### src/rtl/riscv_fetch_buf.sv
`default_nettype none
// ============================================================================
// Module   : riscv_fetch_buf
// Purpose  : Instruction-fetch front end. Owns the fetch PC, issues requests
//            to a variable-latency instruction memory and buffers up to DEPTH
//            in-order, PC-tagged responses for decode. A redirect flushes the
//            buffer and discards responses that are still in flight.
// Revision : 1.0  initial release
// ============================================================================
module riscv_fetch_buf #(
  parameter int unsigned     XLEN     = 32,
  parameter int unsigned     DEPTH    = 4,
  parameter logic [XLEN-1:0] RESET_PC = '0
) (
  input  logic                       clk,
  input  logic                       rst,
  // instruction memory request
  output logic                       imem_req_valid_o,
  input  logic                       imem_req_ready_i,
  output logic [XLEN-1:0]            imem_req_addr_o,
  // instruction memory response
  input  logic                       imem_rsp_valid_i,
  input  logic [31:0]                imem_rsp_data_i,
  // redirect from execute
  input  logic                       redirect_i,
  input  logic [XLEN-1:0]            redirect_pc_i,
  // decode side
  output logic                       inst_valid_o,
  output logic [31:0]                inst_o,
  output logic [XLEN-1:0]            inst_pc_o,
  input  logic                       inst_ready_i,
  output logic [$clog2(DEPTH+1)-1:0] occupancy_o
);

  localparam int unsigned PW = (DEPTH > 1) ? $clog2(DEPTH) : 1;
  localparam int unsigned CW = $clog2(DEPTH + 1);
  localparam logic [CW:0]  C_DEPTH = (CW + 1)'(DEPTH);
  localparam logic [31:0]  C_NOP   = 32'h0000_0013;

  // Control state
  logic [XLEN-1:0]  fetch_pc_q;
  logic [PW-1:0]    alloc_ptr_q, fill_ptr_q, rd_ptr_q;
  logic [CW-1:0]    occ_q, occ_d;      // pending + filled slots
  logic [CW-1:0]    pend_q, pend_d;    // allocated, response not yet received
  logic [CW-1:0]    drop_q, drop_d;    // stale responses still to be discarded
  logic [DEPTH-1:0] filled_q;

  // Slot payload (no reset needed: only read when the slot is filled)
  logic [XLEN-1:0]  slot_pc_q   [DEPTH];
  logic [31:0]      slot_inst_q [DEPTH];

  logic             req_fire;
  logic             rsp_keep;
  logic             rsp_drop;
  logic             pop;
  logic [CW:0]      occ_plus_drop;
  logic [CW-1:0]    drop_sum;
  logic [1:0]       unused_pc_lsb;

  assign unused_pc_lsb = redirect_pc_i[1:0];

  // Stale responses still count against capacity so a flushed memory
  // pipeline can never hold more than DEPTH outstanding transactions.
  assign occ_plus_drop    = {1'b0, occ_q} + {1'b0, drop_q};
  assign imem_req_valid_o = !rst && !redirect_i && (occ_plus_drop < C_DEPTH);
  assign imem_req_addr_o  = fetch_pc_q;
  assign req_fire         = imem_req_valid_o && imem_req_ready_i;

  // A response is discarded while stale ones are owed; a response with no
  // pending slot is a protocol error and is ignored rather than written.
  assign rsp_drop = imem_rsp_valid_i && (drop_q != '0);
  assign rsp_keep = imem_rsp_valid_i && (drop_q == '0) && (pend_q != '0) && !redirect_i;

  assign inst_valid_o = filled_q[rd_ptr_q];
  assign inst_o       = inst_valid_o ? slot_inst_q[rd_ptr_q] : C_NOP;
  assign inst_pc_o    = inst_valid_o ? slot_pc_q[rd_ptr_q]   : '0;
  assign pop          = inst_valid_o && inst_ready_i;
  assign occupancy_o  = occ_q;

  // Everything still pending at a redirect becomes stale, except a response
  // arriving in the redirect cycle itself, which is consumed right there.
  assign drop_sum = drop_q + pend_q;

  // Next-state for the slot and stale-response counters
  always_comb begin
    occ_d  = occ_q;
    pend_d = pend_q;
    drop_d = drop_q;
    if (redirect_i) begin
      occ_d  = '0;
      pend_d = '0;
      drop_d = (imem_rsp_valid_i && (drop_sum != '0)) ? drop_sum - CW'(1) : drop_sum;
    end else begin
      occ_d  = occ_q + CW'(req_fire) - CW'(pop);
      pend_d = pend_q + CW'(req_fire) - CW'(rsp_keep);
      if (rsp_drop) begin
        drop_d = drop_q - CW'(1);
      end
    end
  end

  // Fetch PC, ring pointers, filled flags and counters; redirect overrides all
  always_ff @(posedge clk) begin
    if (rst) begin
      fetch_pc_q  <= RESET_PC;
      alloc_ptr_q <= '0;
      fill_ptr_q  <= '0;
      rd_ptr_q    <= '0;
      occ_q       <= '0;
      pend_q      <= '0;
      drop_q      <= '0;
      filled_q    <= '0;
    end else if (redirect_i) begin
      fetch_pc_q  <= {redirect_pc_i[XLEN-1:2], 2'b00};
      alloc_ptr_q <= '0;
      fill_ptr_q  <= '0;
      rd_ptr_q    <= '0;
      occ_q       <= occ_d;
      pend_q      <= pend_d;
      drop_q      <= drop_d;
      filled_q    <= '0;
    end else begin
      if (req_fire) begin
        alloc_ptr_q <= alloc_ptr_q + PW'(1);
        fetch_pc_q  <= fetch_pc_q + XLEN'(4);
      end
      // pop and fill never target the same slot: the read slot is filled,
      // the fill slot is not
      if (pop) begin
        filled_q[rd_ptr_q] <= 1'b0;
        rd_ptr_q           <= rd_ptr_q + PW'(1);
      end
      if (rsp_keep) begin
        filled_q[fill_ptr_q] <= 1'b1;
        fill_ptr_q           <= fill_ptr_q + PW'(1);
      end
      occ_q  <= occ_d;
      pend_q <= pend_d;
      drop_q <= drop_d;
    end
  end

  // Slot payload writes: PC on allocation, instruction on a kept response
  always_ff @(posedge clk) begin
    if (req_fire) begin
      slot_pc_q[alloc_ptr_q] <= fetch_pc_q;
    end
    if (rsp_keep && !rst) begin
      slot_inst_q[fill_ptr_q] <= imem_rsp_data_i;
    end
  end

endmodule
`default_nettype wire

### config.mk
export PLATFORM = sky130hd
export DESIGN_NAME = riscv_fetch_buf
export DESIGN_NICKNAME = d
export VERILOG_FILES = /design/src/rtl/riscv_fetch_buf.sv
export SDC_FILE = /design/constraint.sdc
export NUM_CORES = 1
export LEC_CHECK = 0
export CAP_MARGIN = 40
export CORE_UTILIZATION = 45
export CTS_BUF_LIST = sky130_fd_sc_hd__clkbuf_8 sky130_fd_sc_hd__clkbuf_16
export DETAILED_ROUTE_END_ITERATION = 6
export PLACE_DENSITY = 0.75
export SLEW_MARGIN = 20
export SYNTH_ARGS = -nofsm -noshare
export SYNTH_HDL_FRONTEND = slang
export SYNTH_SLANG_ARGS = --single-unit
export TNS_END_PERCENT = 5
### constraint.sdc
create_clock -name clk -period 6.3 [get_ports clk]
set_clock_uncertainty 0.1 [all_clocks]
set_input_delay 1.575 -clock clk [delete_from_list [all_inputs] [get_ports clk]]
set_output_delay 1.575 -clock clk [all_outputs]
set_load 0.005 [all_outputs]
# Yosys cells after proc, flatten, opt, wreduce, memory -nomap -nowiden
# Memories as Yosys holds them, arrays and structs flattened. A register that Yosys moved wholly into a read port is not among the register bits.
# Cells that the tools add are included.
# totals
ff_bits	51
ramBits	256
inputBits	70
out_inout_bits	101
elab_cells	77
mem_count	2
# mem_list
name	words	word_bits	rd	rd_clocked_by_memory_dff	write_ports	line_no	rtl
slot_inst_q	4	32	1	1	1	50	logic [31:0] slot_inst_q [DEPTH];
slot_pc_q	4	32	1	1	1	49	logic [XLEN-1:0] slot_pc_q [DEPTH];
# op_classes
add_sub_neg	12
magnitude_cmp	5
muxes	25
bitwise_logic	3
n_reduce_logical	21
# ops
op	count
$mux W32	4
$add A32 B3 Y32 const B	1
$mux W4	4
$logic_and A1 B1 Y1	12
$mux W3	3
$reduce_bool A3 Y1	3
$mux W2	4
$mux W1	7
$add A2 B1 Y2 const B	3
$add A3 B1 Y3	2
$lt A2 B3 Y1 const B	2
$sub A3 B1 Y3	2
$sub A3 B1 Y3 const B	2
$add A3 B3 Y4	1
$and A4 B4 Y4	1
$demux W1 S2	2
$ge A2 B1 Y1 const B	2
$lt A4 B3 Y1 const B	1
$not A4 Y4	1
$or A4 B4 Y4	1
$reduce_bool A2 Y1	2
$add A3 B3 Y3	1
$logic_not A3 Y1	1
$bmux W1 S2	1
other kinds (2)	3

# Logic depth before layout (Yosys ltp)
# logic_depth
depth_word	11
ltp_mapped	14
mapped_depth_nobuf	12

# Least setup slack after synthesis
# No wires, ideal clock.
# synth_timing
path_kind	input to register
start	input port rst
end	memory slot_pc_q[0][10], enable pin
setup_ns	0.390
arrival_ns	3.614
t_required_ns	5.810
slack_ns	2.197
cell_stages	8
n_path_buf	5
cell_sequence	buf_6 or2_1 buf_2 nor4b_4 buf_2 buf_2 buf_4 and2_1
# synth_between
elab_chain_cells	6
# synth_rtl
item	line_no	rtl
from (decl)	16	input logic rst,
$logic_not A1 Y1	65	assign imem_req_valid_o = !rst && !redirect_i && (occ_plus_drop < C_DEPTH);
$logic_and A1 B1 Y1 (2 in a row)	65	
$logic_and A1 B1 Y1	67	assign req_fire = imem_req_valid_o && imem_req_ready_i;
$mux W1	145	if (req_fire) begin
$mux W1 (implied by the code)	146	slot_pc_q[alloc_ptr_q] <= fetch_pc_q;
to (decl)	49	
# Every way passes these cells.

# Worst setup path after layout
# layout_timing
start	input port rst
end	output port imem_req_valid_o
# layout_between
elab_chain_cells	3
# layout_rtl
item	line_no	rtl
$logic_not A1 Y1	65	
$logic_and A1 B1 Y1 (2 in a row)	65	
to (decl)	18	output logic imem_req_valid_o,
# Every way passes these cells.

==> flow_summary_export.csv <==
group,metric,value,unit
outcome,outcome,"finished, final reports clean",
clock_tree,clk_pin_slew,60,ps
placement,dp_worst_setup_slack,864,ps
grt,grt_max_degree,52,
placement,routabilityCongestion,0.806,
drt,drc_errors,0,
worst_setup_path,critical_path.max_fanout,16,
worst_setup_path,start_kind,"input port",
die,design.die.area,0.0285,mm²
worst_setup_path,critical-path-top-delay-family,"buffers and inverters",
placement,dp_hpwl,17400,µm
drt,postRouteAntennaNets,0,
die,io_pins,171,
worst_setup_path,cp_slowest_cell,"clkdlybuf4s50_1",
worst_setup_path,end_kind,"output port",
layout,final_nets,1057,
hold_path,hold_path_class,"flip-flop to flip-flop",
grt,antenna_found_initial,0,
clock_tree,cts_inserted_buffers,30,
clock_tree,clock_latency,550,ps
clock_tree,h-tree-depth,1,
synth,synth_edf_count,248,
synth,yosysTopAreaCellShare,0.594,
timing,finalSetupViolCount,0,
grt,grt_pass1_wl,42100,µm
grt,grt_util_all_layers,0.192,
drt,via_per_inst,5.41,
placement,numPortBuffers,164,
die,die_h,169,µm
synth,ys_seq_elements,299,
worst_setup_path,arrival,3180,ps
layout,n_antenna_cell,0,
synth,synth_top_area_cell,"edfxtp_1",
worst_setup_path,required,4620,ps
timing,final_hold_viol_count,0,
synth,syn_area,0.0125,mm²
synth,yosysWarnings,0,
synth,ys_seq_area_frac,0.676,
worst_setup_path,worstSetupPathType,"input port to output port",
clock_tree,cts_resized,0,
clock_tree,hold_buffers,0,
timing,period_minus_slack,4860,ps
drt,via_count,7340,
worst_setup_path,slowest_delay,540,ps
grt,grt-ovfl-total,0,
synth,synth_area_leaders,"edfxtp_1 59%, mux4_2 11%, dfxtp_1 8.1%, and2_1 3.6%, ha_1 2.4%",
clock_tree,cts-root-buf,"clkbuf_16",
drt,drt_iter0_markers,554,
die,fp.dieW,169,µm
clock_tree,postCtsSetupBuffers,0,
synth,avgSynthCellArea,15.9,µm²
synth,synth_top_flop_cell,"edfxtp_1",
run,max_cap_violations,0,
grt,grt_pass1_vias,7499,
synth,syn_inst,790,
die,start_util,0.462,
clock_tree,cts_tree,"built",
timing,tightest_slew,837,ps
timing,slew-limit-headroom,0.440,
timing,rsz0062_at_grt,"no",
synth,ys_types,56,
power,powerDensity,261,mW/mm²
layout,synthToLayoutAreaGrowth,24.6,%
layout,nFillCells,2091,
timing,fmax,206,MHz
die,row_count,60,
synth,synthArstFlopShare,0,
clock_tree,numClockSinks,299,
die,design.core.area,0.0271,mm²
worst_setup_path,path_buf_inv,2,
drt,wl,27100,µm
worst_setup_path,cp_common_cell,"clkdlybuf4s50_1",
drt,drt_first_pass_iters,4,
clock_tree,clockBufferDepth,3,
power,p_leak,5.11,nW
timing,final.period_utilization,0.771,
timing,fin_setup_tns,0,ps
power,vdd_ir_drop_max,0.183,mV
timing,worst_slack,1440,ps
layout,layout-drive-gt1-share,0.139,
timing,maxSlewViolCount,0,
drt,routedWlPerCell,20.0,µm
worst_setup_path,worstPathCellList,"clkdlybuf4s50_1, or2_1, nor3_1, clkdlybuf4s50_1",
==> stage by stage <==
step | cell area (µm²) | instances | utilization | hold slack [ps] | total power [mW]
2_1_floorplan | 12500 | 793 | - | 360 | 2.32
3_3_place_gp | 14500 | 1294 | 0.536 | 378 | 2.43
3_5_place_dp | 14700 | 1300 | 0.541 | 388 | 2.44
4_1_cts | 15600 | 1356 | 0.576 | 396 | 4.11
5_1_grt | 15600 | 1356 | 0.576 | 440 | 4.20
6_report | 15600 | 1356 | 0.576 | 396 | 4.08
==> state kept, by name, indices dropped and copies added (netlist names), 3 cells and up, named ones only <==
signal           flops
pend_q               3
filled_q             4
slot_pc_q          120
imem_req_addr_o     30
slot_inst_q        128
occupancy_o          3
drop_q               3
==> worst min-delay path, stage by stage (launching register included) <==
cell     delay (ps)
dfxtp_1         330
nand2_1          60
a21oi_1          50
==> path summary, 6_finish.rpt <==
| check | slack [ps] | start | to | cells after the start |
|---|---|---|---|---|
| hold reg to reg | 400 | alloc_ptr_q[1] | alloc_ptr_q[1] | 2 |
| setup reg to reg | 2310 | occupancy_o[1] | pend_q[2] | 11 |
| hold / removal | 400 | alloc_ptr_q[1] | alloc_ptr_q[1] | 2 |
| setup / recovery | 1440 | rst | imem_req_valid_o | 4 |
==> logic make-up (layout without fill, tap and decap cells) <==
family                     Yosys count  in the layout  share of synthesized area
buffers and inverters               70            261                     0.0241
xor gates and xnor gates            13             13                    0.00909
adders and majority gates           27             27                     0.0288
DFF                                299            299                      0.676
other                                1              4                   0.000299
and+or+nand+nor                    225            225                      0.101
AOI/OAI and AO/OA                   85             85                     0.0418
muxes                               70             70                      0.119
==> synth_stat cells, drive strengths merged (19+ instances only) <==
| master | number |
|---|---|
| edfxtp | 248 |
| and2 | 73 |
| ha | 24 |
| buf | 19 |
| nor2 | 33 |
| inv | 23 |
| dfxtp | 51 |
| a21oi | 31 |
| clkbuf | 28 |
| nand2 | 31 |
| mux4 | 63 |
==> cells in the final DEF, fill, tap and decap left out, types with 4 or more instances in the layout <==
cell             count
and3_2               4
clkbuf_16           31
inv_1               31
or4_1                4
mux4_2              63
nor3_1              14
dfxtp_1             49
buf_4               12
ha_1                24
nor2b_1              4
buf_12               4
nand3_1             13
edfxtp_1           248
clkdlybuf4s50_1    163
or3_1                5
o21ai_0             14
a22oi_1              8
conb_1               4
and2_1              73
clkinv_1             6
a21oi_1             31
a31oi_1             12
nand2_1             31
nor2_1              32
nand4_1             14
nand2b_1             7
clkinv_2             6
mux2i_1              4
xnor2_1             12
and3_1               6
==> power breakdown <==
group | internal, mW | switching (mW) | total (mW)
logic | 0.102 | 0.0879 | 0.190
registers | 2.16 | 0.0396 | 2.20
clock network | 0.976 | 0.707 | 1.68
==> final cells by class <==
| class | instances | area [µm²] | share of cell area |
|---|---|---|---|
| timing repair buffer | 182 | 1860 | 0.119 |
| clock inverter | 24 | 154 | 0.00986 |
| clock buffer | 32 | 790 | 0.0506 |
| multi-input combinational | 424 | 3780 | 0.242 |
| tap | 372 | 465 | 0.0298 |
| sequential | 299 | 8480 | 0.543 |
| inverter | 23 | 86.3 | 0.00553 |
==> routing by layer <==
metal  vias up  wire length, µm  global-route usage  share of wire
met2       211            13400               0.319           0.49
met4         0              906              0.0747          0.033
met3        54             1330              0.0283          0.049
met5         -                0                   0              0
li1       3393                -                   -              -
met1      3682            11500               0.258           0.42
Note: power is estimated with default switching activity, not from simulation.
